===== src/rtl/alu_pkg.sv =====
// -----------------------------------------------------------------------------
// alu_pkg
// Shared ALU definitions: the 4-bit ALU op codes, the 2-bit ALUOp encodings
// produced by the main decoder, the R-type funct codes, and default widths.
// Used by alu_ctrl and id_ex_stage, and reusable by the single-cycle datapath.
// -----------------------------------------------------------------------------
package alu_pkg;

    localparam int DATA_W_DEFAULT = 32;
    localparam int REG_AW_DEFAULT = 5;

    // ALU op codes as seen on the ALU's op input.
    localparam logic [3:0] OP_AND = 4'b0000;
    localparam logic [3:0] OP_OR  = 4'b0001;
    localparam logic [3:0] OP_ADD = 4'b0010;
    localparam logic [3:0] OP_SUB = 4'b0110;
    localparam logic [3:0] OP_SLT = 4'b0111;
    localparam logic [3:0] OP_NOR = 4'b1100;
    localparam logic [3:0] OP_XOR = 4'b1101;

    // ALUOp field from the main decoder.
    typedef enum logic [1:0] {
        ALUOP_ADD   = 2'b00,
        ALUOP_SUB   = 2'b01,
        ALUOP_RTYPE = 2'b10,
        ALUOP_RSVD  = 2'b11
    } aluop_e;

    // R-type funct field values understood by the ALU.
    localparam logic [5:0] FUNCT_ADD = 6'b100000;
    localparam logic [5:0] FUNCT_SUB = 6'b100010;
    localparam logic [5:0] FUNCT_AND = 6'b100100;
    localparam logic [5:0] FUNCT_OR  = 6'b100101;
    localparam logic [5:0] FUNCT_NOR = 6'b100111;
    localparam logic [5:0] FUNCT_XOR = 6'b100110;
    localparam logic [5:0] FUNCT_SLT = 6'b101010;

endpackage


===== src/rtl/alu_ctrl.sv =====
// -----------------------------------------------------------------------------
// alu_ctrl
// Combinational ALU control: translates the decoder's ALUOp and the R-type
// funct field into the 4-bit ALU op code. Unsupported combinations (reserved
// ALUOp or an unknown funct) yield op=OP_AND (0000) with illegal raised.
//
// Ports:
//   aluop    in   2  ALUOp from the main decoder
//   funct    in   6  R-type funct field
//   op       out  4  ALU op code
//   illegal  out  1  combination not supported by the ALU
// -----------------------------------------------------------------------------
module alu_ctrl
    import alu_pkg::*;
(
    input  logic [1:0] aluop,
    input  logic [5:0] funct,
    output logic [3:0] op,
    output logic       illegal
);

    always_comb begin
        // NOTE: every output gets a default before the case so no path can
        // leave it unassigned and infer a latch.
        op      = OP_AND;
        illegal = 1'b0;
        case (aluop)
            ALUOP_ADD: op = OP_ADD;
            ALUOP_SUB: op = OP_SUB;
            ALUOP_RTYPE: begin
                case (funct)
                    FUNCT_ADD: op = OP_ADD;
                    FUNCT_SUB: op = OP_SUB;
                    FUNCT_AND: op = OP_AND;
                    FUNCT_OR:  op = OP_OR;
                    FUNCT_NOR: op = OP_NOR;
                    FUNCT_XOR: op = OP_XOR;
                    FUNCT_SLT: op = OP_SLT;
                    default:   illegal = 1'b1;
                endcase
            end
            default: illegal = 1'b1;
        endcase
    end

endmodule


===== src/rtl/id_ex_stage.sv =====
// -----------------------------------------------------------------------------
// id_ex_stage
// One-entry ID/EX pipeline register feeding the ALU. Captures decoded
// operands and control, translates ALUOp/funct into the ALU op code, and
// (optionally) resolves EX/MEM and MEM/WB forwarding at capture time.
// Valid/ready handshake on both sides; flush drops held and incoming entries.
//
// Build option: define ID_EX_FORWARD_EN to enable operand forwarding. When
// undefined, operands come straight from the register file / immediate and
// the exm_*/mwb_* inputs are ignored.
//
// Ports:
//   clk_i, rst_i                 clock, synchronous active-high reset
//   valid_i / ready_o            upstream handshake (decode side)
//   rs_data_i, rt_data_i, imm_i  register-file data and immediate
//   rs_i, rt_i, rd_i             source and destination indices
//   aluop_i, funct_i, alusrc_i   ALU control from decode
//   regwrite_i                   instruction writes the register file
//   exm_*, mwb_*                 forwarding producers (EX/MEM, MEM/WB)
//   flush_i                      discard held and incoming entry
//   valid_o / ready_i            downstream handshake (ALU side)
//   a_o, b_o, op_o               ALU operands and op code
//   rd_o, regwrite_o             carried-forward write-back control
//   illegal_o                    held entry had unsupported aluop/funct
// -----------------------------------------------------------------------------
module id_ex_stage
    import alu_pkg::*;
#(
    parameter int DATA_W = DATA_W_DEFAULT,
    parameter int REG_AW = REG_AW_DEFAULT
) (
    input  logic              clk_i,
    input  logic              rst_i,
    input  logic              valid_i,
    output logic              ready_o,
    input  logic [DATA_W-1:0] rs_data_i,
    input  logic [DATA_W-1:0] rt_data_i,
    input  logic [DATA_W-1:0] imm_i,
    input  logic [REG_AW-1:0] rs_i,
    input  logic [REG_AW-1:0] rt_i,
    input  logic [REG_AW-1:0] rd_i,
    input  logic [1:0]        aluop_i,
    input  logic [5:0]        funct_i,
    input  logic              alusrc_i,
    input  logic              regwrite_i,
    input  logic              exm_regwrite_i,
    input  logic [REG_AW-1:0] exm_rd_i,
    input  logic [DATA_W-1:0] exm_data_i,
    input  logic              mwb_regwrite_i,
    input  logic [REG_AW-1:0] mwb_rd_i,
    input  logic [DATA_W-1:0] mwb_data_i,
    input  logic              flush_i,
    output logic              valid_o,
    input  logic              ready_i,
    output logic [DATA_W-1:0] a_o,
    output logic [DATA_W-1:0] b_o,
    output logic [3:0]        op_o,
    output logic [REG_AW-1:0] rd_o,
    output logic              regwrite_o,
    output logic              illegal_o
);

    logic [DATA_W-1:0] rs_fwd;
    logic [DATA_W-1:0] rt_fwd;
    logic [3:0]        dec_op;
    logic              dec_illegal;
    logic              capture;

    alu_ctrl u_alu_ctrl (
        .aluop   (aluop_i),
        .funct   (funct_i),
        .op      (dec_op),
        .illegal (dec_illegal)
    );

`ifdef ID_EX_FORWARD_EN
    // EX/MEM is the younger producer, so it is checked first. Index 0 is the
    // hard-wired zero register and never forwarded.
    always_comb begin
        rs_fwd = rs_data_i;
        if (exm_regwrite_i && exm_rd_i == rs_i && rs_i != '0)
            rs_fwd = exm_data_i;
        else if (mwb_regwrite_i && mwb_rd_i == rs_i && rs_i != '0)
            rs_fwd = mwb_data_i;
    end

    always_comb begin
        rt_fwd = rt_data_i;
        if (exm_regwrite_i && exm_rd_i == rt_i && rt_i != '0)
            rt_fwd = exm_data_i;
        else if (mwb_regwrite_i && mwb_rd_i == rt_i && rt_i != '0)
            rt_fwd = mwb_data_i;
    end
`else
    // Without forwarding the hazard unit guarantees no RAW dependence.
    assign rs_fwd = rs_data_i;
    assign rt_fwd = rt_data_i;

    logic unused_fwd;
    assign unused_fwd = ^{rs_i, rt_i, exm_regwrite_i, exm_rd_i, exm_data_i,
                          mwb_regwrite_i, mwb_rd_i, mwb_data_i};
`endif

    // Empty or draining this cycle; held low during reset so decode never
    // believes an instruction was taken while the stage is being cleared.
    assign ready_o = !rst_i && (!valid_o || ready_i);
    assign capture = valid_i && ready_o && !flush_i;

    always_ff @(posedge clk_i) begin
        // NOTE: state uses non-blocking assignments so every register samples
        // pre-edge values regardless of statement order.
        if (rst_i) begin
            valid_o    <= 1'b0;
            a_o        <= '0;
            b_o        <= '0;
            op_o       <= OP_AND;
            rd_o       <= '0;
            regwrite_o <= 1'b0;
            illegal_o  <= 1'b0;
        end else if (flush_i) begin
            valid_o    <= 1'b0;
            regwrite_o <= 1'b0;
            illegal_o  <= 1'b0;
        end else if (capture) begin
            valid_o    <= 1'b1;
            a_o        <= rs_fwd;
            b_o        <= alusrc_i ? imm_i : rt_fwd;
            op_o       <= dec_op;
            rd_o       <= rd_i;
            // An illegal instruction must never write back.
            regwrite_o <= regwrite_i && !dec_illegal;
            illegal_o  <= dec_illegal;
        end else if (ready_i) begin
            // Drain: the ALU took the entry and nothing new arrived.
            valid_o    <= 1'b0;
        end
    end

endmodule


===== config.mk =====
export PLATFORM = sky130hd
export DESIGN_NAME = id_ex_stage
export DESIGN_NICKNAME = d
export VERILOG_FILES = /design/src/rtl/alu_pkg.sv /design/src/rtl/alu_ctrl.sv /design/src/rtl/id_ex_stage.sv
export SDC_FILE = /design/constraint.sdc
export NUM_CORES = 1
export LEC_CHECK = 0
export CORE_AREA = 2 2 109 111
export CTS_BUF_LIST = sky130_fd_sc_hd__clkbuf_16
export CTS_CLUSTER_DIAMETER = 30
export DETAILED_ROUTE_END_ITERATION = 6
export DIE_AREA = 0 0 111 113
export GPL_TIMING_DRIVEN = 0
export PLACE_DENSITY = 0.81
export SYNTH_ARGS = -nofsm -noshare
export SYNTH_HDL_FRONTEND = slang
export SYNTH_SLANG_ARGS = --single-unit

===== constraint.sdc =====
create_clock -name clk_i -period 2 [get_ports clk_i]
set_input_delay 0.4 -clock clk_i [delete_from_list [all_inputs] [get_ports clk_i]]
set_output_delay 0.4 -clock clk_i [all_outputs]
set_load 0.005 [all_outputs]

==> flow_summary.ini, run 1 <==
[sta]
tns_ps = 0
skew_ps = 4.62
worst_pin_slew_ps = 718
rsz0062_at_grt = false
setup_violations = 0
fin_crit_sh_pct = 95.3
max_freq_mhz = 525
drv_slew = 0
period_minus_slack_ps = 1910
final_hold_viol_count = 0
slew_headroom_pct = 52.1

[grt]
use_met3_pct = 5.57
grt_pass1_vias = 3482
grt_max_degree = 20
grt_use_met1_pct = 19.5
grt_pass1_wl_um = 17000
grt_use_met2_pct = 28.6
gr-total-overflow = 0
top_usage_layer = met2
antenna_found_initial = 0
grt_usage_pct = 17.0

[layout]
multiInputGateArea_um2 = 1480
final_cell_count_no_fill = 697
regArea_um2 = 1520
layout-drive-gt1-share_pct = 10.8
nFillCells = 1053
diodes = 0
synthToLayoutAreaGrowth_pct = 75.4
finalNetCount = 751

[clock_tree]
clk_path_buf_depth = 2
cts_buffers = 9
post-cts-setup-buffers = 0
clockRootBuffer = clkbuf_16
cts_tree = built
cts_num_sinks = 76
clk_latency_ps = 330
ctsHtreeMaxLevel = 3
cts_hold_buf = 0
post_cts_resized = 4
path_clk_slew_ps = 60

[setup_path]
startpoint_type = input pin
rr_endpoint = rd_o[2]
crit_fanout = 19
arrival_ps = 1510
required_ps = 1600
rr_startpoint = valid_o
cp.buffers_inverters = 3
worst_setup_path_end_kind = output port
critPathSlowestCell = clkdlybuf4s50_1
reg2reg_depth = 6
crit_chain = clkdlybuf4s50_1 > buf_8 > nor2_1 > dlygate4sd2_1
max_stage_delay_ps = 550
cp_top_family = buffers and inverters
critical_path_class = input pin to output port
r2r_slack_ps = 550

[logic_synthesis]
syn_nets = 550
synthTopCellsByArea = dfxtp_1 (48%), mux2i_1 (10%), a211oi_2 (9.5%), nand2_1 (9.2%), a21oi_1 (6.5%)
synth_cell_types = 28
synth-seq-cells = 76
synthCells = 348
yosysTopAreaCellShare_pct = 48.0
syn_area_um2 = 3170
yosysWarnings = 0
yosys.area.top_type = dfxtp_1
avgSynthCellArea_um2 = 9.11
ys_seq_area_share_pct = 48.0

[routing]
drt_first_pass_iters = 4
drtAntennaViolNets = 0
wl_per_cell_um = 15.3
routed_wl_um = 10700
drc = 0
drt-initial-drc-count = 151
avgViaCountPerCell = 4.73
vias = 3299

[power]
ir_drop_uv = 512
leakage_nw = 2.01
cellPowerDensity_nw_per_um2 = 692
power.total_mw = 3.85

[worst_hold_path]
min_to = a_o[18]
min_from = a_o[18]
hold_class = flip-flop to flip-flop
hold_depth = 2

[floorplan]
initial_core_util_pct = 28.1
die-area_um2 = 12500
die_w_um = 111
die_y_um = 113
rows = 39
ios = 279
core_um2 = 11300

[placement]
hpwl_um = 8530
place_inst = 682
port_buffers = 191
place.gp.congestion = 0.749

[flow_run]
maxCapViolCount = 0

[status]
outcome = finished clean
-- stage by stage --
step	hold slack, ps	cell area, um^2	setup slack, ps	util (%)
after floorplan	448	3170	675	-
after global placement	441	5260	-668	46.7
after detailed placement	448	5260	-658	46.7
after CTS	456	5560	87.8	49.3
after global routing	472	5560	31.4	49.3
final	454	5560	93.7	49.3
-- metal layers --
| metal | wire length (um) | vias up | share of wire, % |
|---|---|---|---|
| li1 | - | 1598 | - |
| met1 | 4390 | 1531 | 41 |
| met2 | 5050 | 146 | 47 |
| met3 | 933 | 24 | 8.7 |
| met4 | 314 | 0 | 2.9 |
| met5 | 0 | - | 0 |
-- report_power, final --
group / switching (mW) / total (mW) / internal, mW
Combinational: 0.242 / 0.645 / 0.403
Sequential: 0.0327 / 1.61 / 1.58
Clock: 0.637 / 1.60 / 0.959
-- worst max path at each step --
stage / start / end / slack, ps / cells past startpoint
2_1_floorplan: rst_i / ready_o / 680 / 3
3_3_place_gp: rst_i / ready_o / -670 / 5
3_5_place_dp: rst_i / ready_o / -660 / 5
4_1_cts: rst_i / ready_o / 90 / 4
5_1_grt: rst_i / ready_o / 30 / 4
6_report: rst_i / ready_o / 90 / 4
-- state kept, by name (all words and copies together), names as in the netlist --
signal      flops
a_o            32
b_o            32
illegal_o       1
op_o            4
rd_o            5
regwrite_o      1
valid_o         1
-- kinds of logic after synthesis --
logic type,synth area share [%]
mux,10.1
buf+inv,5.45
compound gates,19.9
xor+xnor,0.276
simple gates,16.3
flops,48.0
-- cell usage in the layout (no fill, tap or decap), types with 2 or more instances in the layout --
cell               n
clkdlybuf4s50_1  190
nand2_1           78
dfxtp_1           76
a21oi_1           41
nor2_1            36
mux2i_1           32
a211oi_2          24
clkbuf_16          9
buf_2              8
clkbuf_1           8
a211oi_1           8
buf_4              6
nor2b_1            4
buf_6              4
clkinvlp_4         4
o21ai_0            3
nand2b_1           2
and3_1             2
nand3_1            2
a311oi_1           2
inv_1              2
-- worst min-delay path, stage by stage (launching register included) --
cell and delay [ps]:
dfxtp_1 300, nand2_1 50, a21oi_1 50
-- cell usage after synthesis --
cell / count
nand2b_1: 2
nand3_1: 2
dfxtp_1: 76
inv_1: 1
clkbuf_1: 8
nor3b_1: 1
a31o_2: 1
a21oi_1: 41
nor2b_1: 4
a32o_1: 1
o21ai_0: 3
mux2i_1: 32
xor2_1: 1
o21a_1: 1
and3_1: 2
a211oi_1: 8
nor2_1: 36
o211ai_1: 1
nand2_1: 78
buf_1: 1
nand4_1: 1
a211oi_2: 24
a311oi_1: 2
buf_4: 6
buf_2: 9
nor2_2: 1
nand3b_1: 1
buf_6: 4
-- final cells by class --
cell class                      count  share of cell area (%)
Buffer                             27                    3.15
Clock buffer                        9                    4.05
Clock inverter                      7                    1.24
Tap cell                          143                    3.22
Multi-Input combinational cell    243                    26.6
Inverter                            1                  0.0675
Sequential cell                    76                    27.4
Timing Repair Buffer              191                    34.4
No activity file was read; power rests on OpenSTA's default activity.
==> run 2, diff against run 1 <==
ABC_AREA = 1   (was default)
CORE_AREA = 2 2 107 109   (was 2 2 109 111)
DIE_AREA = 0 0 109 111   (was 0 0 111 113)
PLACE_DENSITY = 0.89   (was 0.81)
SLEW_MARGIN = 15   (was default)
SYNTH_HIERARCHICAL = 1   (was default)
==> run 2 against run 1 <==
- routed wire length up 3.8%
- critical path type is now input pin to flip-flop
- area after synthesis is 17% higher
- flip-flop and latch count is the same
- highest routed layer unchanged
- cell count grew 40%
- via count grew 24%
==> flow_summary.ini, run 2 <==
[sta]
worst_pin_slew_ps = 494
period_minus_slack_ps = 1640
tns_ps = 0
drv_slew = 0
setup_violations = 0
final_hold_viol_count = 0
skew_ps = 10.9
slew_headroom_pct = 67.0
fin_crit_sh_pct = 81.9
rsz0062_at_grt = false
max_freq_mhz = 610

[power]
ir_drop_uv = 481
power.total_mw = 3.98
cellPowerDensity_nw_per_um2 = 651
leakage_nw = 3.08

[layout]
final_cell_count_no_fill = 977
nFillCells = 1080
finalNetCount = 1031
final_cell_area_um2 = 6110
final_common_cell = nand2_1
synthToLayoutAreaGrowth_pct = 64.2
layout_common_cells = nand2_1 (197), clkdlybuf4s50_1 (189), nor2_1 (154)
layout-drive-gt1-share_pct = 5.16
diodes = 0
reg_top3 = a_o x32, b_o x32, rd_o x5

[floorplan]
die_y_um = 111
rows = 39
ios = 279
die_w_um = 109
die-area_um2 = 12100
core_um2 = 11100
initial_core_util_pct = 33.6

[placement]
place_inst = 961
place.gp.congestion = 0.794
placed_area_um2 = 5810
port_buffers = 191
hpwl_um = 8630

[clock_tree]
ctsHtreeMaxLevel = 3
clk_latency_ps = 330
clockRootBuffer = clkbuf_16
path_clk_slew_ps = 60
clk_path_buf_depth = 2
cts_buffers = 9
cts_num_sinks = 76
post-cts-setup-buffers = 0
cts_hold_buf = 0
cts_tree = built

[setup_path]
crit_fanout = 10
arrival_ps = 1860
critPathSlowestCell = clkdlybuf4s50_1
cp_top_family = buffers and inverters
startpoint_type = input pin
crit_chain = clkdlybuf4s50_1 > nor2_4 > nand3_2 > buf_4 > buf_2 > nor2_1 > nor2_1
worst_setup_path_end_kind = flip-flop
max_stage_delay_ps = 440
required_ps = 2220
cp.buffers_inverters = 3
cpMostUsedCell = nor2_1
critical_path_class = input pin to flip-flop

[grt]
antenna_found_initial = 0
grt_usage_pct = 18.2
grt_pass1_wl_um = 17500
grt_pass1_vias = 3866
gr-total-overflow = 0
grt_max_degree = 14

[routing]
vias = 4080
drtAntennaViolNets = 0
drt-initial-drc-count = 141
avgViaCountPerCell = 4.18
detailroute.wirelength.met2_um = 5220
wl_per_cell_um = 11.4
top_layer_used = met4
wl_met3_um = 1100
routed_wl_um = 11100
drc = 0
drt-met1-wl_um = 4630
drt_first_pass_iters = 4

[logic_synthesis]
yosysWarnings = 6
syn_nets = 829
avgSynthCellArea_um2 = 5.93
synth_cell_types = 21
synth.most_common_cell = nand2_1
synth-edff-count = 0
synthCells = 627
yosysTopAreaCellShare_pct = 40.9
synth-seq-cells = 76
ys.flop_type = dfxtp_1
syn_area_um2 = 3720
ys_seq_area_share_pct = 40.9
synthTopCellsByArea = dfxtp_1 (41%), nand2_1 (20%), nor2_1 (16%), inv_1 (12%), o21ai_0 (4.3%)
synth_commonest_cells = nand2_1 (197), nor2_1 (154), inv_1 (118), dfxtp_1 (76), o21ai_0 (32)
async_flop_share_pct = 0
yosys.area.top_type = dfxtp_1

[worst_hold_path]
hold_class = flip-flop to flip-flop

[flow_run]
maxCapViolCount = 0

[status]
outcome = finished clean
## run 2: cell count changes in the layout (fill, tap and decap cells not counted), moves of 29 or more
| cell | change |
|---|---|
| nand2_1 | +119 |
| o21ai_0 | +29 |
| inv_1 | +116 |
| a21oi_1 | -40 |
| mux2i_1 | -32 |
| nor2_1 | +118 |
## run 2: final timing paths
check,to,startpoint,slack [ps],cells past startpoint
min,regwrite_o,regwrite_o,490,2
max,a_o[0],flush_i,360,7
min reg2reg,regwrite_o,regwrite_o,490,2
max reg2reg,a_o[0],valid_o,610,6
## run 2: kinds of logic after synthesis
logic type             share of synthesized area [%]
AND/OR/NAND/NOR                                 37.6
buffers and inverters                           16.2
flip-flops                                      40.9
AO/OA/AOI/OAI                                   5.31
## run 2: timing repair
action	in CTS	in global routing
setup endpoints to repair	0	1
resized for setup	0	2
hold endpoints to repair	0	0
## run 2: layout make-up
type	instances	area, um^2	share of cell area [%]
repair buffers	191	1920	31.4
multi-input cells	401	1600	26.1
flip-flops and latches	76	1520	24.9
inverters	120	450	7.37
clock buffers	9	225	3.69
well taps	143	179	2.93
plain buffers	30	153	2.50
clock inverters	7	67.6	1.11
## run 2: worst min-delay path, cell delays in order (launching register included)
cell and delay, ps:
dfxtp_1 310, nand3_1 70, o21ai_1 60
## run 2: where the power goes
part	switching, mW	internal (mW)	total (mW)
Clock	0.640	0.960	1.60
Sequential	0.0392	1.59	1.63
Combinational	0.310	0.436	0.745
## run 2: routing by layer
layer / vias to the layer above / global-route usage (%)
met4: 0 / 5.73
met2: 134 / 31.3
li1: 2194 / -
met3: 13 / 7.17
met5: - / 0
met1: 1739 / 20.2
## run 2: through the flow
stage | utilization, % | worst slack [ps] | hold WS (ps)
3_3_place_gp | 52.5 | -141 | 464
6_report | 55.2 | 362 | 492
3_5_place_dp | 52.5 | -143 | 494
2_1_floorplan | - | 802 | 466
4_1_cts | 55.1 | 12.5 | 502
5_1_grt | 55.2 | 219 | 520
==> variant (config.mk and constraints of run 2) <==
The option `ID_EX_FORWARD_EN` is turned on by a define.
--- a/src/rtl/id_ex_stage.sv
+++ b/src/rtl/id_ex_stage.sv
@@ -23,6 +23,8 @@
 //   rd_o, regwrite_o             carried-forward write-back control
 //   illegal_o                    held entry had unsupported aluop/funct
 // -----------------------------------------------------------------------------
+`define ID_EX_FORWARD_EN
+
 module id_ex_stage
     import alu_pkg::*;
 #(
Function: changed (a bounded check fails within 4 cycles, from zero or initial values and one cycle with rst_i high).
==> variant against run 2 <==
Utilization grew 26 points; worst setup slack worse by 280 ps; final area is 47% higher; count of clock-buffer cells in the layout did not move; non-clock buffer count is 122 higher; area after synthesis grew 50%; sequential cell count unchanged; routed wire length rose by 110%; total power up 19%; register-to-register slack lost 340 ps; first-iteration DRC count rose to 4.8 times the old value; clock skew is 4.0 ps lower.
==> variant: results <==
group,metric,value,unit
run_status,status,"finished clean",
final_layout,final_layout_size_suffix_gt1_frac,0.0935,
route,wirelength,22.9,mm
route,drtIter0Drc,678,
worst_setup_path,arrival,2140,ps
synthesis,syn_nets,1190,
synthesis,yosysSeqAreaShare,0.272,
place,port_buffers,277,
route,vias,7457,
power_and_ir_drop,switchingPower,1.28,mW
route,first_pass_iters,6,
clock_network,cts_resized,1,
clock_network,ctsHoldBuffers,0,
place,gp_congestion,0.992,
place,dp_hpwl,17.8,mm
power_and_ir_drop,p_comb_frac,0.272,
power_and_ir_drop,powerComb,1.29,mW
place,place_area,0.00854,mm2
synthesis,synth_xor_area_frac,0.00470,
timing,fin_skew,6.87,ps
synthesis,yosys.cell_types.count,26,
synthesis,synth_compound_area_frac,0.137,
grt,grt_max_degree,13,
synthesis,synthTopCellsByArea,"dfxtp_1, nand2_1, nand3_1, a21oi_1, inv_1",
grt,grt_pass1_vias,7074,
place,dp_slack,-316,ps
power_and_ir_drop,p_leak,4.42,nW
min_path,min-delay-path-class,"primary input to register",
timing,slew_headroom,0.586,
final_layout,fin_cells,1427,
power_and_ir_drop,ir_drop,0.364,mV
clock_network,cts_buffer_depth,2,
synthesis,avgSynthCellArea,5.66,um2
synthesis,synth_common_cells,"nand2_1, nand3_1, inv_1, nor2_1, a21oi_1",
synthesis,synthMuxAreaShare,0,
final_layout,nets,1482,
final_layout,post-route-util,0.811,
grt,grt_use_total,0.370,
final_layout,nFillCells,873,
-- variant: worst max-delay path, cell delays in order --
cell	delay, ps
clkdlybuf4s50_1	560
inv_1	80
nand4_1	130
o211a_1	370
clkbuf_2	290
nand3_1	100
nand3_1	130
a21oi_1	80
-- variant: final cells by class --
cell class,count,share of cell area
multi-input combinational,682,0.347
sequential,76,0.169
tap,143,0.0199
clock buffer,9,0.0251
timing repair buffer,282,0.315
inverter,168,0.0702
buffer,61,0.0411
clock inverter,6,0.0118
-- variant: worst paths after layout --
kind	start	slack (ps)	to	depth (start not counted)
worst max register to register	valid_o	270	a_o[31]	7
worst min-delay path	rst_i	310	b_o[0]	2
worst max-delay path	rs_i[3]	90	a_o[5]	8
worst min register to register	b_o[2]	460	b_o[2]	2
-- variant: layer usage --
metal / track usage / wire [um]
met3: 0.0735 / 2070
met1: 0.459 / 9140
met5: 0 / 0
met2: 0.600 / 10600
met4: 0.191 / 1050
